--- src/rtl/cp0_exc_ctrl.sv ---
// Coprocessor-0 exception controller (M stage): SR/Cause/EPC/PRId, request generation, mfc0/mtc0.
// Optional CP0_EPC_BYPASS_EN forwards an in-flight mtc0 EPC write straight to EPCOut.
module cp0_exc_ctrl #(
   parameter logic [31:0] PRID_VALUE = 32'h2022_0707
) (
   input  logic        clk,
   input  logic        reset,
   input  logic [4:0]  A1,
   input  logic [4:0]  A2,
   input  logic [31:0] DIn,
   input  logic        WE,
   input  logic [31:0] PC,
   input  logic        BDIn,
   input  logic [4:0]  ExcCodeIn,
   input  logic [5:0]  HWInt,
   input  logic        EXLClr,
   output logic        Req,
   output logic [31:0] EPCOut,
   output logic [31:0] DOut
);

   localparam logic [4:0] REG_SR    = 5'd12;
   localparam logic [4:0] REG_CAUSE = 5'd13;
   localparam logic [4:0] REG_EPC   = 5'd14;
   localparam logic [4:0] REG_PRID  = 5'd15;

   logic [5:0]  im;
   logic        exl;
   logic        ie;
   logic        bd;
   logic [5:0]  ip;
   logic [4:0]  exc_code;
   logic [31:0] epc;

   logic        int_req;
   logic        exc_req;
   logic        sr_write;
   logic        epc_write;
   logic [31:0] epc_target;

   assign int_req   = ie & ~exl & (|(HWInt & im));
   assign exc_req   = ~exl & (ExcCodeIn != 5'd0);
   assign Req       = int_req | exc_req;
   assign sr_write  = WE & (A2 == REG_SR);
   assign epc_write = WE & (A2 == REG_EPC);

   // A delay-slot instruction restarts at its branch, one word earlier.
   assign epc_target = BDIn ? (PC - 32'd4) : PC;

   always_ff @(posedge clk) begin
      if (!reset) begin
         im       <= 6'd0;
         exl      <= 1'b0;
         ie       <= 1'b0;
         bd       <= 1'b0;
         ip       <= 6'd0;
         exc_code <= 5'd0;
         epc      <= 32'd0;
      end else begin
         ip <= HWInt;
         if (Req) begin
            exl      <= 1'b1;
            bd       <= BDIn;
            exc_code <= int_req ? 5'd0 : ExcCodeIn;
            epc      <= epc_target & 32'hFFFF_FFFC;
         end else begin
            // eret overrides only the EXL bit of a same-cycle SR write.
            if (sr_write) begin
               im  <= DIn[15:10];
               exl <= DIn[1] & ~EXLClr;
               ie  <= DIn[0];
            end else if (EXLClr) begin
               exl <= 1'b0;
            end
            if (epc_write) begin
               epc <= DIn;
            end
         end
      end
   end

   always_comb begin
      DOut = 32'd0;
      case (A1)
         REG_SR:    DOut = {16'd0, im, 8'd0, exl, ie};
         REG_CAUSE: DOut = {bd, 15'd0, ip, 3'd0, exc_code, 2'd0};
         REG_EPC:   DOut = epc;
         REG_PRID:  DOut = PRID_VALUE;
         default:   DOut = 32'd0;
      endcase
   end

`ifdef CP0_EPC_BYPASS_EN
   assign EPCOut = (epc_write & ~Req) ? DIn : epc;
`else
   assign EPCOut = epc;
`endif

endmodule

--- config.mk ---
export PLATFORM = sky130hd
export DESIGN_NAME = cp0_exc_ctrl
export DESIGN_NICKNAME = d
export VERILOG_FILES = /design/src/rtl/cp0_exc_ctrl.sv
export SDC_FILE = /design/constraint.sdc
export NUM_CORES = 1
export LEC_CHECK = 0
export BUFFER_PORTS_ARGS = -buffer_cell sky130_fd_sc_hd__buf_2
export CAP_MARGIN = 20
export CORE_ASPECT_RATIO = 1.75
export CORE_MARGIN = 2
export CORE_UTILIZATION = 35
export CTS_BUF_LIST = sky130_fd_sc_hd__clkbuf_8
export CTS_CLUSTER_DIAMETER = 80
export DETAILED_ROUTE_END_ITERATION = 6
export SYNTH_ARGS = -nofsm -noshare
export SYNTH_HDL_FRONTEND = slang
export SYNTH_SLANG_ARGS = --single-unit
--- constraint.sdc ---
create_clock -name clk -period 2.7 [get_ports clk]
set_clock_uncertainty 0.15 [all_clocks]
set_input_delay 0.405 -clock clk [delete_from_list [all_inputs] [get_ports clk]]
set_output_delay 0.405 -clock clk [all_outputs]
set_load 0.05 [all_outputs]
### Word level (Yosys, flattened, before mapping)

Cells that the tools add are included.

* bits in registers: 52
* bits of input ports: 90
* output and inout port bits: 65

* equal/unequal tests: 6
* bitwise operators: 12
* reduce and logical (&&, ||, !) cells: 6
* muxes and demuxes: 8
* add/subtract/negate cells: 1

Operators with widths (count)
* one-hot mux 32 bit (4 select lines): 1
* 2-to-1 mux 32 bit: 3
* subtractor 32 x 3 -> 32 bit, second input constant: 1
* == test 5 x 4 -> 1 bit, second input constant: 6
* bitwise AND 1 bit: 6
* bitwise AND 6 bit: 1
* OR reduction 6 bit: 1
* 2-to-1 mux 5 bit: 1
* nonzero test 5 bit: 1
* inverter 1 bit: 4
* 2-to-1 mux 1 bit: 3
* nonzero test 3 bit: 1
* AND reduction 2 bit: 1
* nonzero test 2 bit: 1
* OR reduction 2 bit: 1
* OR 1 bit: 1

### Longest topological paths before layout

* word-level depth: 6
* depth in mapped cells: 7

### Least setup slack after synthesis

No wires, ideal clock.

* path kind: input port to output port
* start: in A1[1]
* end: out DOut[10]
* arrival: 1953 ps
* stages on the path: 3
* setup slack: 192 ps
* path through: clkbuf_1 -> a211oi_1 -> nor3_1

* word-level cells in the longest chain between the ends: 2
* elaborated cells on any way between the ends: 5
* those cells by class: eq/ne (4); mux (1)

RTL lines
* start, declared: RTL line 8 `input logic [4:0] A1,`
* == test 5 x 4 -> 1 bit: RTL line 84 `case (A1)`
* one-hot mux 32 bit (4 select lines) (*): RTL line 84
* end, declared: RTL line 19 `output logic [31:0] DOut`

Every way passes the cells marked *; elsewhere a longest branch is shown, timed or not.

### Final worst setup path

* start: reg exl
* end: out Req

* word-level cells in the longest chain between the ends: 4
* elaborated cells on any way between the ends: 5
* those cells by class: bitwise (5)

RTL lines
* start, declared: RTL line 28 `logic exl;`
* start signal, assigned: RTL line 70 `exl <= DIn[1] & ~EXLClr;`
* inverter 1 bit (*): RTL line 41, 42
* bitwise AND 1 bit (2 in series): RTL line 41 `assign int_req = ie & ~exl & (|(HWInt & im));`
* OR 1 bit (*): RTL line 43 `assign Req = int_req | exc_req;`
* end, declared: RTL line 17 `output logic Req,`

Marks and branches as above.

==> metrics.md <==
| Metric | Value |
|---|---|
| Chip Width | 81.5 um |
| Leak Pwr | 1.99 nW |
| First-pass GRT wire length | 20800 um |
| Switching share of power | 0.351 |
| FF+latch count, synth | 52 |
| Number of global-route vias before repair | 4099 |
| Clock buffer depth | 2 |
| Total gr overflow | 0 |
| Area delta synth->final | 30.2% |
| Die Y-Extent | 140 um |
| Row count | 49 |
| Synthesized cell area | 0.00368 sq mm |
| Post-DP HPWL | 10300 um |
| Die area | 0.0114 sq mm |
| DR iter-0 viols | 188 |
| Clk pin slew, worst setup/hold paths | 100 ps |
| TritonCTS clock tree | built |
| First drt pass iteration count | 5 |
| Net Switching | 0.736 mW |
| Relative max-transition margin | 0.450 |
| Global placer's final weighted congestion | 0.853 |
| Setup crit start kind | flip-flop |
| Vias after detailed routing | 4274 |
| Top post-synthesis cells by count | dfxtp_1, clkbuf_1, nor2_1 |
| Final core utilization | 0.468 |
| I/O pin count | 155 |
| Post-synth EDFFs | 0 |
| Starting Density | 0.360 |
| Setup violations, final | 0 |
| Setup CP Type | reg -> out |
| Initial antenna violation count | 0 |
| Clk network pwr share | 0.286 |
| Worst vdd ir | 0.301 mV |
| Wire length per cell | 17.8 um |
| Post-Syn Nets | 557 |
| Total track usage | 0.234 |
| RSZ-0062 raised after global routing | false |
| CTS sink count | 52 |
| Maximum fanout along the worst path | 11 |
| Met1 wire length | 5010 um |
| Antenna cells | 0 |
| P_int | 1.36 mW |
| Fmax | 413 MHz |
| Met2 Routed Length | 7120 um |
| Total Wirelength | 13200 um |
| Largest net degree at the start of global routing | 47 |
| Layout cells sized above 1 | 0.329 |
| Setup crit end kind | output pin |
| Hold Violations, Final | 0 |
| Syn Area/Cell | 7.90 sq um |
| Cells after synthesis | 466 |
| TNS Setup | 0 ps |
| YS warnings | 0 |
| Vias per cell | 5.77 |
| Detail Route Antenna Nets | 0 |
| Post-synth top flop | dfxtp_1 |
| PwrDens | 438 mW/mm^2 |
| Top cell type by total area after synthesis | dfxtp_1 |
| Status | finished, final reports clean |
| Core area | 0.0102 sq mm |
| Clk_lat worst skew | 310 ps |
| Final Critical Period | 2420 ps |
| Max Used Layer | met4 |
| Power Total | 2.10 mW |
| # DRC | 0 |
| Nets@finish | 704 |
| Post-cts resize count | 0 |
| Hold Path Class | in -> reg |
| Hold buffers post-CTS | 0 |
| Synth unique cells | 52 |
| Clock root buffer | clkbuf_8 |
| Largest cells by area after synthesis | dfxtp_1, mux2i_1, o31a_1 |
| Max Cap Viol | 0 |
| Max Transition Viols Final | 0 |
| Register area share after synthesis | 0.283 |
| Logic pwr share | 0.301 |
| Yosys top cell area share | 0.283 |
| Data arrival time of the critical path | 1870 ps |
| Share of the clock period used by the worst path | 0.897 |
| R2R Setup Slk | 580 ps |
| Top-count cell post-synth | dfxtp_1 |
| Cts bufs inserted | 5 |
| Number of H-tree levels | 2 |
| Worst EP required | 2140 ps |
| Post-CTS Setup Bufs | 0 |
| DR WL met3 | 695 um |
| Port Buf Inserts | 152 |
| Async S/R FF share, synth | 0 |
| Worst-Margin Slew | 825 ps |
| Seq pwr share | 0.414 |
| Fill count | 1054 |
worst paths after layout:
kind         depth (start not counted)                      end          startpoint
max                                  5                      Req    exl$_SDFFE_PN0P_
min                                  2         ip[0]$_SDFF_PN0_            HWInt[0]
max reg2reg                          5  EPCOut[26]$_SDFFE_PN0P_    exl$_SDFFE_PN0P_
min reg2reg                          2       im[0]$_SDFFE_PN0P_  im[0]$_SDFFE_PN0P_
cell usage in the layout, fill, tap and decap left out, types with 3 or more instances in the layout:
cell / instances
and2_1: 20
a2111oi_0: 4
a31oi_1: 15
or4_1: 11
a21oi_1: 14
nor2_1: 34
or3_1: 13
o41ai_1: 18
or3b_1: 6
nand2_1: 21
dfxtp_1: 52
o21ai_0: 6
clkbuf_8: 7
nor4b_1: 6
nand3_1: 7
buf_4: 32
o31ai_1: 10
or2_2: 3
inv_1: 20
nor3_1: 11
a22o_1: 3
a211oi_1: 18
a22oi_1: 5
o21a_1: 4
xor2_1: 5
nor4_1: 30
mux2i_1: 23
nand4b_1: 4
nand4_1: 4
buf_2: 152
o31a_1: 24
nor2b_1: 4
registers in the layout, summed over array words and instances, names as in the netlist:
signal,flops
exl,1
EPCOut,32
ie,1
im,6
exc_code,5
bd,1
ip,6
cell type report:
cell class / instances / area (sq um) / area share
Multi-Input combinational cell: 348 / 2380 / 0.497
Clock inverter: 1 / 30.0 / 0.00626
Tap cell: 127 / 159 / 0.0332
Timing Repair Buffer: 184 / 1000 / 0.209
Sequential cell: 52 / 1040 / 0.217
Clock buffer: 7 / 96.3 / 0.0201
Inverter: 22 / 82.6 / 0.0172
power by group through the flow:
stage               registers [mW]  clock network, mW  logic (mW)
finish                       0.868              0.599       0.631
detailed placement           0.887                  0       0.631
floorplan                     1.02                  0       0.267
global placement             0.884                  0       0.624
CTS                          0.869              0.619       0.632
global route                 0.876              0.645       0.680
logic make-up after synthesis:
logic type               synth area share
flip-flops                          0.283
XOR/XNOR                           0.0167
multiplexers                       0.0625
adder cells (fa/ha/maj)           0.00340
AO/OA/AOI/OAI                       0.264
buffers and inverters              0.0721
AND/OR/NAND/NOR                     0.298
metrics by stage:
stage	instances	hold WS (ps)	cell area (sq um)	setup slack [ps]
after floorplan	466	293	3680	192
after global placement	733	308	4670	73.5
after detailed placement	733	314	4670	52.5
after CTS	741	134	4790	272
after global routing	741	148	4790	133
final	741	147	4790	279
per-layer routing:
metal  GRT usage  up-vias
met4      0.0839        0
met5           0        -
met3      0.0266       22
li1            -     2081
met2       0.431      160
met1       0.265     2011
worst max-delay path, stage by stage, from the launching register on:
cell and delay [ps]:
dfxtp_1 600, inv_1 220, o311a_1 190, nor2_1 170
inv_2 130, buf_2 230
Note: power is estimated with default switching activity, not from simulation.
